[src/rtl/aoi_bist_ctrl.sv]
// aoi_bist_ctrl: built-in self-test sequencer for a 4-input AND-OR-INVERT cell,
// y = ~((a&b)|(c&d)).
//
// On start it sweeps {a,b,c,d} = 0..15. Each vector is held for SETTLE_CYC
// cycles and then checked for one cycle, so one vector takes SETTLE_CYC+1
// clocks. The sampled aoi_y is compared against an internal golden model.
// The block reports pass/fail, the number of mismatching vectors and the
// first failing vector.
//
// Optional build macro AOI_BIST_MISR_EN: adds an 8-bit MISR output 'sig'.
// 'sig' compresses every sampled aoi_y, so a single readout can be compared
// with a known-good signature.
module aoi_bist_ctrl #(
  parameter int SETTLE_CYC = 2,   // 1..15 cycles between driving and sampling
  parameter int WAIT_W     = 4    // must hold SETTLE_CYC-1
) (
  input  logic       clk,
  input  logic       rst,
  input  logic       start,
  input  logic       aoi_y,
  output logic [3:0] aoi_in,
  output logic       busy,
  output logic       done,
  output logic       pass,
  output logic [4:0] err_cnt,
  output logic [3:0] first_fail,
  output logic       fail_vld
`ifdef AOI_BIST_MISR_EN
  ,
  output logic [7:0] sig
`endif
);

  typedef enum logic [1:0] {
    S_IDLE  = 2'd0,
    S_WAIT  = 2'd1,
    S_CHECK = 2'd2,
    S_DONE  = 2'd3
  } state_e;

  localparam logic [WAIT_W-1:0] WAIT_LAST = WAIT_W'(SETTLE_CYC - 1);

  state_e            state_q, state_d;
  logic [3:0]        vec_q, vec_d;
  logic [WAIT_W-1:0] wcnt_q, wcnt_d;
  logic [3:0]        aoi_in_q, aoi_in_d;
  logic [4:0]        err_q, err_d;
  logic [3:0]        ff_q, ff_d;
  logic              fv_q, fv_d;
  logic              done_q, done_d;
  logic              pass_q, pass_d;
  logic              busy_q, busy_d;
`ifdef AOI_BIST_MISR_EN
  logic [7:0]        sig_q, sig_d;
`endif

  // Golden response for the vector under test, and the mismatch flag
  logic exp_y;
  logic mis;
  assign exp_y = ~((vec_q[3] & vec_q[2]) | (vec_q[1] & vec_q[0]));
  assign mis   = (aoi_y != exp_y);

  // State and result registers; reset returns to IDLE from any state
  always_ff @(posedge clk or posedge rst) begin
    if (rst) begin
      state_q  <= S_IDLE;
      vec_q    <= '0;
      wcnt_q   <= '0;
      aoi_in_q <= '0;
      err_q    <= '0;
      ff_q     <= '0;
      fv_q     <= 1'b0;
      done_q   <= 1'b0;
      pass_q   <= 1'b0;
      busy_q   <= 1'b0;
`ifdef AOI_BIST_MISR_EN
      sig_q    <= 8'hFF;
`endif
    end else begin
      state_q  <= state_d;
      vec_q    <= vec_d;
      wcnt_q   <= wcnt_d;
      aoi_in_q <= aoi_in_d;
      err_q    <= err_d;
      ff_q     <= ff_d;
      fv_q     <= fv_d;
      done_q   <= done_d;
      pass_q   <= pass_d;
      busy_q   <= busy_d;
`ifdef AOI_BIST_MISR_EN
      sig_q    <= sig_d;
`endif
    end
  end

  // Next-state logic: launch a sweep, settle each vector, check, advance
  always_comb begin
    state_d  = state_q;
    vec_d    = vec_q;
    wcnt_d   = wcnt_q;
    aoi_in_d = aoi_in_q;
    err_d    = err_q;
    ff_d     = ff_q;
    fv_d     = fv_q;
    done_d   = done_q;
    pass_d   = pass_q;
    busy_d   = busy_q;
`ifdef AOI_BIST_MISR_EN
    sig_d    = sig_q;
`endif

    unique case (state_q)
      // start is only honoured here, so a pulse during a sweep has no effect.
      // Starting from DONE clears the previous results.
      S_IDLE, S_DONE: begin
        if (start) begin
          vec_d    = '0;
          aoi_in_d = '0;
          wcnt_d   = '0;
          err_d    = '0;
          fv_d     = 1'b0;
          ff_d     = '0;
          done_d   = 1'b0;
          pass_d   = 1'b0;
          busy_d   = 1'b1;
          state_d  = S_WAIT;
`ifdef AOI_BIST_MISR_EN
          sig_d    = 8'hFF;
`endif
        end
      end

      // aoi_in stays stable while the cell output settles; aoi_y is ignored
      S_WAIT: begin
        if (wcnt_q == WAIT_LAST) begin
          wcnt_d  = '0;
          state_d = S_CHECK;
        end else begin
          wcnt_d  = wcnt_q + 1'b1;
        end
      end

      // The only cycle that looks at aoi_y for this vector
      S_CHECK: begin
        if (mis) begin
          // At most 16 mismatches, so 5 bits never wrap
          err_d = err_q + 5'd1;
          if (!fv_q) begin
            ff_d = vec_q;
            fv_d = 1'b1;
          end
        end
`ifdef AOI_BIST_MISR_EN
        sig_d = {sig_q[6:0], sig_q[7] ^ sig_q[5] ^ sig_q[4] ^ sig_q[3] ^ aoi_y};
`endif
        if (vec_q == 4'd15) begin
          // pass uses the count that includes this last vector
          state_d = S_DONE;
          busy_d  = 1'b0;
          done_d  = 1'b1;
          pass_d  = (err_d == 5'd0);
        end else begin
          vec_d    = vec_q + 4'd1;
          aoi_in_d = vec_q + 4'd1;
          state_d  = S_WAIT;
        end
      end

      default: state_d = S_IDLE;
    endcase
  end

  assign aoi_in     = aoi_in_q;
  assign busy       = busy_q;
  assign done       = done_q;
  assign pass       = pass_q;
  assign err_cnt    = err_q;
  assign first_fail = ff_q;
  assign fail_vld   = fv_q;
`ifdef AOI_BIST_MISR_EN
  assign sig        = sig_q;
`endif

endmodule

[config.mk]
export PLATFORM = sky130hd
export DESIGN_NAME = aoi_bist_ctrl
export DESIGN_NICKNAME = d
export VERILOG_FILES = /design/src/rtl/aoi_bist_ctrl.sv
export SDC_FILE = /design/constraint.sdc
export NUM_CORES = 1
export LEC_CHECK = 0
export BUFFER_PORTS_ARGS = -buffer_cell sky130_fd_sc_hd__buf_4
export CORE_UTILIZATION = 47
export DETAILED_ROUTE_END_ITERATION = 16
export GPL_ROUTABILITY_DRIVEN = 0
export PLACE_DENSITY = 0.68
export SLEW_MARGIN = 15
export SYNTH_ARGS = -nofsm -noshare
export SYNTH_HDL_FRONTEND = slang
export SYNTH_SLANG_ARGS = --single-unit
[constraint.sdc]
create_clock -name clk -period 2.2 [get_ports clk]
set_input_delay 0.22 -clock clk [delete_from_list [all_inputs] [get_ports clk]]
set_output_delay 0.22 -clock clk [all_outputs]
set_load 0.01 [all_outputs]
== Yosys cells after proc, flatten, opt, wreduce, memory -nomap -nowiden ==
Index checks and enable logic that the tools add are counted.
Word-level totals
  register bits after elaboration: 23
  word-level logic and storage cells: 66
  output and inout port bits: 17
  bits of input ports: 4
Operators by class
  eq/ne operators: 12
  mux-type cells: 26
  add/sub/neg operators: 3
  bitwise operators: 4
  reduce and logical (&&, ||, !) cells: 12
Operator list (count)
  $pmux W4 S2: 3
  $mux W4: 5
  $mux W5: 3
  $ne A2 B2 Y1 const B: 6
  $pmux W5 S2: 1
  $reduce_and A3 Y1: 3
  $add A4 B1 Y4 const B: 2
  $pmux W1 S2: 4
  $mux W1: 6
  $mux W2: 3
  $pmux W2 S3: 1
  $reduce_and A2 Y1: 3
  $add A5 B1 Y5 const B: 1
  $logic_not A5 Y1: 1
  $eq A2 B2 Y1 const B: 2
  $eq A4 B1 Y1 const B: 1
  $eq A4 B4 Y1 const B: 1
  $reduce_and A4 Y1: 1
  $reduce_bool A2 Y1: 2
  $and A1 B1 Y1: 2
  $eq A2 B1 Y1 const B: 1
  $logic_not A2 Y1: 1
  $reduce_or A2 Y1: 1
  $ne A1 B1 Y1: 1
  other kinds (2): 2

== Depth between registers and ports, before layout ==
  word-level depth: 9
  depth in mapped cells: 8
  depth with buffers taken out: 7

== Worst setup path after synthesis ==
No wires, ideal clock.
  kind: register -> register
  start point: register aoi_in[0] (netlist name)
  end point: register pass_q, in the netlist pass
  cell stages (with the launch flop): 7
  required time: 2078 ps
  arrival: 1784 ps
  setup time: 122 ps
  setup slack: 295 ps
  clock period less this slack: 1905 ps
  cell sequence: dfrtp_1 > ha_1 > a21oi_4 > mux2i_2 > nand3_2 > xor2_1 > a32o_1
RTL lines
  end signal: assignment: RTL line 88  | pass_q <= pass_d;
  end: declaration: RTL line 51  | logic pass_q, pass_d;

==> flow_summary_export.csv <==
group,metric,value,unit
outcome,outcome,"finished with violations",
outcome,violations,"DRC",
global_routing,grt_pass1_wl,5733,microns
global_routing,antenna_found_initial,0,
layout,instances_no_fill,217,
floorplan,chipHeight,57.45,microns
flow_run,maxCapViolations,0,
clocking,post-cts-setup-buffers,0,
sta,fin_skew,0.002388,ns
setup_path,reg2reg_depth,6,
clocking,clock-sinks,23,
setup_path,worstPathCellList,"ha_1 -> a21oi_4 -> mux2i_2 -> nand3_2 -> xor2_1 -> a32o_1",
placement,port_buffers,20,
setup_path,critPathKind,"reg2reg",
clocking,cts_resized,0,
synth,synth_cell_types,43,
synth,yosysWarningCount,0,
sta,tns,0,ns
setup_path,cp_num_cells,6,
synth,yosysSeqAreaShare,39.83,%
drt,ant_nets,0,
synth,ys_top_cells_by_area,"dfrtp_1 40%, ha_1 6.1%, o21ai_0 5.9%",
floorplan,start_util,51.08,%
drt,dr.first_iter.drc_count,44,
drt,dr_total_vias,1287,
layout,nNetsFinal,198,
synth,syn-cell-area,0.001445,sq mm
setup_path,crit_arrival,2.22,ns
drt,drtPass1Iterations,10,
sta,slew_viol_final,0,
setup_path,max_stage_delay,0.48,ns
floorplan,num_rows,19,
sta,final_hold_viol_count,0,
sta,rsz0062_at_grt,"no",
sta,relSlewSlack,69.57,%
sta,post-route-period-util,91.32,%
layout,final_cell_mix,"26 x buf_4, 23 x dfrtp_1, 19 x nand2_1",
synth,synthFlopType,"dfrtp_1",
clocking,cts.clk_slew.worst_paths,0.13,ns
floorplan,dieArea,0.003301,sq mm
synth,synth_area_per_cell,8.921,sq um
setup_path,critPathTopFamily,"compound AO/OA/AOI/OAI gates",
clocking,root_buffer,"clkbuf_4",
synth,synth_edf_count,0,
setup_path,end_kind,"flop",
placement,dpl.hpwl,2322,microns
floorplan,dieWidth,57.45,microns
clocking,cts_buffers,3,
global_routing,grt_usage,22.87,%
layout,area_growth,16.28,%
clocking,clock_path_buffers,2,
synth,synth_nets,173,
global_routing,grt_max_degree,24,
setup_path,worstPathMaxFanout,8,
sta,clock.fmax,497.7,MHz
power,cellLeakagePower,0.7569,nW
clocking,htree_num_levels,1,
global_routing,grt_overflow,0,
sta,post-route-min-period,2.009,ns
global_routing,grt_pass1_vias,1245,
synth,yosys.area.top_type_share,39.83,%
setup_path,crit_required,2.41,ns
synth,syn_inst,162,
synth,synth-seq-cells,23,
power,cellPowerDensity,1015,mW/mm^2
clocking,hold_buffers,1,
setup_path,path_buf_inv,0,
synth,synth_top_cell_by_area,"dfrtp_1",
sta,finalSetupViolations,0,
setup_path,cp-start-kind,"flop",
power,p_total,1.706,mW
hold_path,whs_path_depth,3,
drt,viasPerCell,5.931,
drt,wire_per_inst,14.77,microns
placement,dp.cells,212,
hold_path,hold_path_class,"in2reg",
clocking,tritoncts,"built",
clocking,clock_latency,0.31,ns
floorplan,coreArea,0.002829,sq mm
setup_path,cp_slowest_cell,"dfrtp_1",
floorplan,io_pins,21,
drt,drc,2,
layout,drive_above_1_share,19.89,%
power,ir_drop,0.6145,mV
sta,worstMarginPinSlew,0.4555,ns
drt,drt_wl_total,3206,microns
layout,antennaDiodeCount,0,
layout,final_common_cell,"buf_4",
synth,synth-async-reset-ratio,100.0,%
registers in the layout, indices dropped and copies added (netlist names):
name / flops
busy: 1
state_q: 2
wcnt_q: 4
err_cnt: 5
first_fail: 4
done: 1
aoi_in: 4
fail_vld: 1
pass: 1
cell usage after synthesis, types with 2 or more instances:
cell and instances:
a21oi_1 11, and3_2 2, ha_1 7, xnor2_1 2, clkbuf_1 5, nand2b_1 2
nor3b_1 2, nand2_1 19, dfrtp_1 23, nor2b_1 2, nand4_1 5, inv_1 11
o31ai_1 2, o21ai_1 3, xor2_1 2, o21ai_0 17, nand3_1 5, a22o_1 4
o221ai_1 3, nor3_1 2, a2bb2oi_1 3, nor2_1 9
cell families (layout without fill, tap and decap cells):
kind of cell | after synthesis | in the layout | synth area share, %
adders and majority gates | 7 | 7 | 6.060
AOI/OAI and AO/OA | 54 | 54 | 24.59
xor gates and xnor gates | 5 | 5 | 4.330
buffers and inverters | 18 | 42 | 5.281
DFF | 23 | 23 | 39.83
muxes | 2 | 2 | 1.645
and+or+nand+nor | 53 | 53 | 18.27
metrics by stage:
step                instance area [sq um]  utilization (%)  hold slack (ns)  setup WS, ns
floorplan                            1445                -           0.2219        0.2949
global placement                     1644            58.12           0.2848        0.2796
detailed placement                   1644            58.12           0.2934        0.2092
CTS                                  1680            59.40           0.2601        0.1865
global route                         1680            59.40           0.2818       0.08315
finish                               1680            59.40           0.2718        0.1909
cell type report:
type / instances / area (sq um)
clock buffer: 4 / 26.28
fill: 256 / 1149
inverter: 11 / 41.29
multi-input combinational: 121 / 793.3
sequential: 23 / 575.6
tap: 31 / 38.79
timing repair buffer: 27 / 205.2
power by group:
| group | total, mW | internal (mW) | switching, mW | leakage (nW) |
|---|---|---|---|---|
| Clock | 0.198 | 0.0708 | 0.127 | 0.0150 |
| Sequential | 0.606 | 0.505 | 0.102 | 0.308 |
| Combinational | 0.902 | 0.357 | 0.545 | 0.434 |
tightest hold or removal path, cell delays in order:
cell and delay [ns]:
buf_4 0.16, nand4_1 0.09, o211ai_1 0.08
per-layer routing:
metal | vias to the layer above | track usage (%) | wire [microns]
met4 | 0 | 10.45 | 52
met1 | 627 | 28.28 | 1503
met5 | - | 0 | 0
li1 | 635 | - | -
met3 | 4 | 2.948 | 89
met2 | 21 | 39.53 | 1561
worst paths after layout:
check,start,to,slack [ns]
min in group asynchronous,rst,busy,0.50
worst min-delay path,start,err_cnt[1],0.27
worst min register to register,wcnt_q[3],wcnt_q[3],0.51
worst max-delay path,aoi_in[0],pass,0.19
max in group asynchronous,rst,aoi_in[0],1.47
worst max register to register,aoi_in[0],pass,0.19
(Power assumes the default switching activity.)
